$ cat src/rtl/rast_stream_pkg.sv
// rtl/rast_stream_pkg.sv - shared types and helpers for array stream blocks
//   state_e   : serializer FSM states {IDLE, DRAIN}
//   idx_width : index counter width, max(1, $clog2(n))
package rast_stream_pkg;

    typedef enum logic {
        IDLE  = 1'b0,
        DRAIN = 1'b1
    } state_e;

    function automatic int idx_width(input int n);
        return (n <= 1) ? 1 : $clog2(n);
    endfunction

endpackage

$ cat src/rtl/arr2_idx_counter.sv
// rtl/arr2_idx_counter.sv - 2-D row-major index counter
//   clk_i    : clock
//   rst_ni   : asynchronous active-low reset
//   inc_i    : advance one element (row-major, wraps to (0,0) after the last)
//   clear_i  : force (0,0); wins over inc_i
//   idx1_o   : row index
//   idx2_o   : column index
//   last_o   : indices point at [SIZE1-1][SIZE2-1]
module arr2_idx_counter
    import rast_stream_pkg::*;
#(
    parameter int SIZE1 = 4,
    parameter int SIZE2 = 4,
    parameter int I1W   = idx_width(SIZE1),
    parameter int I2W   = idx_width(SIZE2)
) (
    input  logic           clk_i,
    input  logic           rst_ni,
    input  logic           inc_i,
    input  logic           clear_i,
    output logic [I1W-1:0] idx1_o,
    output logic [I2W-1:0] idx2_o,
    output logic           last_o
);

    localparam logic [I1W-1:0] IDX1_MAX = I1W'(SIZE1 - 1);
    localparam logic [I2W-1:0] IDX2_MAX = I2W'(SIZE2 - 1);

    logic [I1W-1:0] idx1_q, idx1_d;
    logic [I2W-1:0] idx2_q, idx2_d;

    always_comb begin
        idx1_d = idx1_q;
        idx2_d = idx2_q;
        if (clear_i) begin
            idx1_d = '0;
            idx2_d = '0;
        end else if (inc_i) begin
            if (idx2_q == IDX2_MAX) begin
                idx2_d = '0;
                // Wrapping past the last element keeps counters inside their bounds.
                idx1_d = (idx1_q == IDX1_MAX) ? '0 : idx1_q + I1W'(1);
            end else begin
                idx2_d = idx2_q + I2W'(1);
            end
        end
    end

    always_ff @(posedge clk_i or negedge rst_ni) begin
        if (!rst_ni) begin
            idx1_q <= '0;
            idx2_q <= '0;
        end else begin
            idx1_q <= idx1_d;
            idx2_q <= idx2_d;
        end
    end

    assign idx1_o = idx1_q;
    assign idx2_o = idx2_q;
    assign last_o = (idx1_q == IDX1_MAX) && (idx2_q == IDX2_MAX);

endmodule

$ cat src/rtl/arr2_serializer.sv
// rtl/arr2_serializer.sv - captures a 2-D array and streams it out row-major
//   clk       : clock
//   reset     : asynchronous active-low reset
//   in        : array to capture, [ARRAY_SIZE1][ARRAY_SIZE2] x WIDTH
//   in_valid  : in holds a valid array
//   in_ready  : array is captured this cycle if in_valid
//   out       : current element
//   out_idx1  : row index of out
//   out_idx2  : column index of out
//   out_last  : out is the final element of the array
//   out_valid : out/idx/last are valid
//   out_ready : consumer accepts this cycle
module arr2_serializer
    import rast_stream_pkg::*;
#(
    parameter int WIDTH       = 64,
    parameter int ARRAY_SIZE1 = 4,
    parameter int ARRAY_SIZE2 = 4,
    parameter int I1W         = idx_width(ARRAY_SIZE1),
    parameter int I2W         = idx_width(ARRAY_SIZE2)
) (
    input  logic             clk,
    input  logic             reset,
    input  logic [WIDTH-1:0] in [ARRAY_SIZE1][ARRAY_SIZE2],
    input  logic             in_valid,
    output logic             in_ready,
    output logic [WIDTH-1:0] out,
    output logic [I1W-1:0]   out_idx1,
    output logic [I2W-1:0]   out_idx2,
    output logic             out_last,
    output logic             out_valid,
    input  logic             out_ready
);

    state_e           state_q, state_d;
    logic [WIDTH-1:0] cap_q [ARRAY_SIZE1][ARRAY_SIZE2];
    logic             handshake;
    logic             capture;
    logic             cnt_last;

    arr2_idx_counter #(
        .SIZE1 (ARRAY_SIZE1),
        .SIZE2 (ARRAY_SIZE2),
        .I1W   (I1W),
        .I2W   (I2W)
    ) u_idx (
        .clk_i   (clk),
        .rst_ni  (reset),
        .inc_i   (handshake),
        .clear_i (capture),
        .idx1_o  (out_idx1),
        .idx2_o  (out_idx2),
        .last_o  (cnt_last)
    );

    assign out_valid = (state_q == DRAIN);
    assign out_last  = out_valid && cnt_last;
    assign handshake = out_valid && out_ready;
    // Ready again in the cycle the final element is taken, so arrays chain without a bubble.
    assign in_ready  = (state_q == IDLE) || (out_last && out_ready);
    assign capture   = in_valid && in_ready;

    always_comb begin
        state_d = state_q;
        case (state_q)
            IDLE:    if (capture) state_d = DRAIN;
            DRAIN:   if (handshake && out_last) state_d = capture ? DRAIN : IDLE;
            default: state_d = IDLE;
        endcase
    end

    always_ff @(posedge clk or negedge reset) begin
        if (!reset) begin
            state_q <= IDLE;
        end else begin
            state_q <= state_d;
        end
    end

    always_ff @(posedge clk or negedge reset) begin
        if (!reset) begin
            cap_q <= '{default: '0};
        end else if (capture) begin
            cap_q <= in;
        end
    end

    // Compare-based select keeps the mux free of index-width corner cases at size 1.
    always_comb begin
        out = '0;
        for (int i = 0; i < ARRAY_SIZE1; i++) begin
            for (int j = 0; j < ARRAY_SIZE2; j++) begin
                if (out_idx1 == I1W'(i) && out_idx2 == I2W'(j)) begin
                    out = cap_q[i][j];
                end
            end
        end
    end

endmodule
$ cat config.mk
export PLATFORM = sky130hd
export DESIGN_NAME = arr2_serializer
export DESIGN_NICKNAME = d
export VERILOG_FILES = /design/src/rtl/rast_stream_pkg.sv /design/src/rtl/arr2_idx_counter.sv /design/src/rtl/arr2_serializer.sv
export SDC_FILE = /design/constraint.sdc
export NUM_CORES = 2
export LEC_CHECK = 0
export BUFFER_PORTS_ARGS = -buffer_cell sky130_fd_sc_hd__clkbuf_2
export CAP_MARGIN = 40
export CELL_PAD_IN_SITES_DETAIL_PLACEMENT = 2
export CELL_PAD_IN_SITES_GLOBAL_PLACEMENT = 2
export CORE_AREA = 4 4 429 431
export DETAILED_ROUTE_END_ITERATION = 7
export DIE_AREA = 0 0 433 435
export HOLD_SLACK_MARGIN = 0.06
export PLACE_DENSITY = 0.76
export SLEW_MARGIN = 20
export SYNTH_ARGS = -nofsm -noshare
export SYNTH_HDL_FRONTEND = slang
export SYNTH_HIERARCHICAL = 1
export SYNTH_SLANG_ARGS = --single-unit
export TNS_END_PERCENT = 5
$ cat constraint.sdc
create_clock -name clk -period 2.1 [get_ports clk]
set_input_delay 0.315 -clock clk [delete_from_list [all_inputs] [get_ports clk]]
set_output_delay 0.315 -clock clk [all_outputs]
set_load 0.005 [all_outputs]
==> reports/qor.yml <==
clock_network:
  clock_sink_count: 1029
  cts_htree_levels: 3
  clkTransAtPathRegs_ps: 70
  tritoncts_buffers: 119
  worst_skew_pair.late_latency_ps: 850
  clk_root_buf: "sky130_fd_sc_hd__clkbuf_16"
  cts.path.max_buffers: 3
  cts_tree: "done"
synth:
  synth_top_cell_area_share: 0.538
  seq_area_frac_synth: 0.538
  synthTopCellsByCount: "sky130_fd_sc_hd__mux2_2, sky130_fd_sc_hd__dfrtp_1, sky130_fd_sc_hd__buf_2"
  synth.net_count: 4584
  synth_cell_type_count: 55
  netlist_top_cells_area: "sky130_fd_sc_hd__dfrtp_1, sky130_fd_sc_hd__mux2_2, sky130_fd_sc_hd__mux2i_1"
  most_instantiated_flip_flop_cell_in_the_synthesis_netlist: "sky130_fd_sc_hd__dfrtp_1"
  netlist_instances: 3554
  synth_most_common_cell: "sky130_fd_sc_hd__mux2_2"
  synthXorXnorAreaFrac: 0
  synth_warnings: 6
  post_synth_mux_area_share: 0.293
  synth.cell_area_mm2: 0.0478
  ys_seq_elements: 1029
  syn_avg_cell_area_um2: 13.5
  synth_compound_gate_area_share: 0.106
  synth_top_family_by_area: "multiplexers"
  async_flop_share: 1.00
  post_synth_top_area_cell: "sky130_fd_sc_hd__dfrtp_1"
  synth_edf_count: 0
  post_synth_fa_ha_maj_area_fraction: 0.000523
  synthSimpleGateAreaFrac: 0.0323
detailed_routing:
  route.detailed.drc: 0
  post_drt_wl_per_cell_um: 43.5
  ant_nets: 0
  routed_via_density: 5.86
  detail_route.first_pass.iterations: 6
  vias: 51200
  detail_route.wirelength_mm: 380
  initialDrtViolationCount: 5280
die:
  fp.dieH_um: 435
  design.die.area_mm2: 0.188
  fp-row-count: 156
  core-area_mm2: 0.180
  pin_count: 1099
  die_w_um: 433
  start_util: 0.266
hold_path:
  worst_hold_path.num_cells: 3
  holdCritPathClass: "in2reg"
timing:
  rsz0062_at_grt: "true"
  timing.setup.tns_ps: -1054660
  clock-skew-final_ps: 66.7
  finalWorstSetupSlack_ps: -1980
  period_share: 1.94
  final-hold-violation-count: 0
  final_period_minus_worst_setup_slack_ps: 4080
  timing.final.max_slew_violations: 0
  slew_worst_pin_ps: 1390
  setup_violations_final: 1099
  worst_hold_slack_ps: 286
  max-slew-margin-rel: 0.0620
  clock.fmax_mhz: 245
placed_design:
  gp_congestion: 0.907
  portBuffers: 1098
  dpl_hpwl_mm: 195
  setup_ws_pre_cts_ps: -1050
cells_and_area:
  layout-drive-gt1-share: 0.551
  postLayoutCoreUtil: 0.440
  area_delta_synth_final_pct: 65.8
  final_layout_net_count: 7153
worst_setup_path:
  path_buf_inv: 6
  critical_path_most_common_cell: "sky130_fd_sc_hd__buf_4"
  timing.critical_path.cells: "buf_4, buf_12, buf_4, buf_4, mux2_2, o221ai_4, o211ai_1, a21oi_2, a2111oi_4, buf_6, clkbuf_2"
  critical_path_s_top_delay_family: "compound AO/OA/AOI/OAI gates"
  regToRegSetupSlack_ps: -1670
  critPathArrivalTime_ps: 3760
  worst_setup_path_start_kind: "flip-flop"
  timing.setup.critical_path_class: "reg2out"
  worst_path_max_delay_cell: "sky130_fd_sc_hd__a21oi_2"
  crit_required_ps: 1780
  max_stage_delay_ps: 620
  critical_path.max_fanout: 10
  cp-end-kind: "output pin"
  timing.critical_path.depth: 11
  worst_r2r_path_depth: 13
job:
  timing.max_cap.violations: 0
global_route:
  number_of_antenna_violations_at_the_first_check_in_global_routing: 181
  grt_pass1_wl_mm: 480
  grt_pass1_vias: 56200
  overflow: 0
  grt.total_usage: 0.365
  grt_start_max_net_pins: 76
power:
  power_per_cell_area_mw_per_mm2: 1710
  power.ir.vdd_worst_mv: 0.910
  power.static_leakage_nw: 34.9
run_status:
  outcome: "finished, violations left"
  failing_checks: "negative setup slack"
final timing paths:
check,to,from
max reg2reg,cap_q[317],u_idx/idx2_o[0]
min reg2reg,cap_q[971],cap_q[971]
min,cap_q[754],in[754]
max in group asynchronous,cap_q[203],reset
max,out[54],u_idx/idx2_o[0]
min in group asynchronous,cap_q[450],reset
metrics by stage:
step / power [W] / area (um2) / cells
global placement: 0.0828 / 59600 / 7162
detailed placement: 0.0852 / 59600 / 7166
global route: 0.138 / 79100 / 8684
floorplan: 0.0587 / 48100 / 3554
finish: 0.136 / 79300 / 8751
CTS: 0.117 / 77000 / 8504
kinds of logic after synthesis:
logic type      count (synthesis)
compound gates                664
flops                        1029
buf+inv                       306
fa+ha+maj                       2
simple gates                  333
mux                          1220
worst reg2reg max path: stages (launching register included):
cell and delay [ps]:
sky130_fd_sc_hd__dfrtp_4 530, sky130_fd_sc_hd__buf_4 170, sky130_fd_sc_hd__buf_12 140, sky130_fd_sc_hd__buf_4 150, sky130_fd_sc_hd__buf_12 150, sky130_fd_sc_hd__buf_8 140
sky130_fd_sc_hd__ha_2 210, sky130_fd_sc_hd__and2_4 180, sky130_fd_sc_hd__nand2_2 80, sky130_fd_sc_hd__nand2_2 70, sky130_fd_sc_hd__and2_4 210, sky130_fd_sc_hd__buf_12 180
sky130_fd_sc_hd__buf_12 230, sky130_fd_sc_hd__o21ai_0 1160
layout make-up:
type | instances | area, um2
inverter | 8 | 40.0
tap | 2370 | 2970
antenna | 167 | 418
multi-input combinational | 2219 | 22800
timing repair buffer | 2746 | 23300
clock inverter | 46 | 573
fill | 17600 | 101000
clock buffer | 166 | 3460
sequential | 1029 | 25800
layer usage:
metal	wire, um	global-route usage
met1	124000	0.371
met3	39400	0.141
met5	738	0.000768
met4	42700	0.311
met2	174000	0.590
cells in the final DEF (no fill, tap or decap), drive strengths merged, types with 24 or more instances in the layout:
cell         Yosys  final
buf            191    654
o221ai          61     61
mux2i           80     80
mux2          1108   1108
dfrtp         1029   1029
a2111oi         29     29
nand2           83     83
a31oi           32     32
clkbuf         107   1224
clkinv           1     24
nor2           129    129
diode            0    167
a22o            57     57
a21oi          141    141
nor3            31     31
o221a           56     56
mux4            32     32
nor2b           65     65
a22oi           64     64
dlygate4sd3      0   1028
a2bb2oi         34     34
o211ai          87     87
o22ai           59     59
power breakdown:
| group | internal [W] | switching [W] |
|---|---|---|
| Combinational | 0.0322 | 0.0394 |
| Sequential | 0.0296 | 0.0110 |
| Clock | 0.0127 | 0.0109 |
state kept, by name, indices dropped and copies added (netlist names):
signal        flops
cap_q          1024
u_idx/idx1_o      2
out_valid         1
u_idx/idx2_o      2
timing repair:
| action | 4_1_cts | 5_1_grt |
|---|---|---|
| gates cloned | 13 | 5 |
| hold buffers | 1028 | 0 |
| endpoints found under the setup margin | 1098 | 1098 |
| endpoints found under the hold margin | 1873 | 0 |
| gates resized for setup | 407 | 298 |
| setup buffers | 93 | 88 |
| pin swaps | 87 | 96 |
Power figures use the tool's default switching activity.
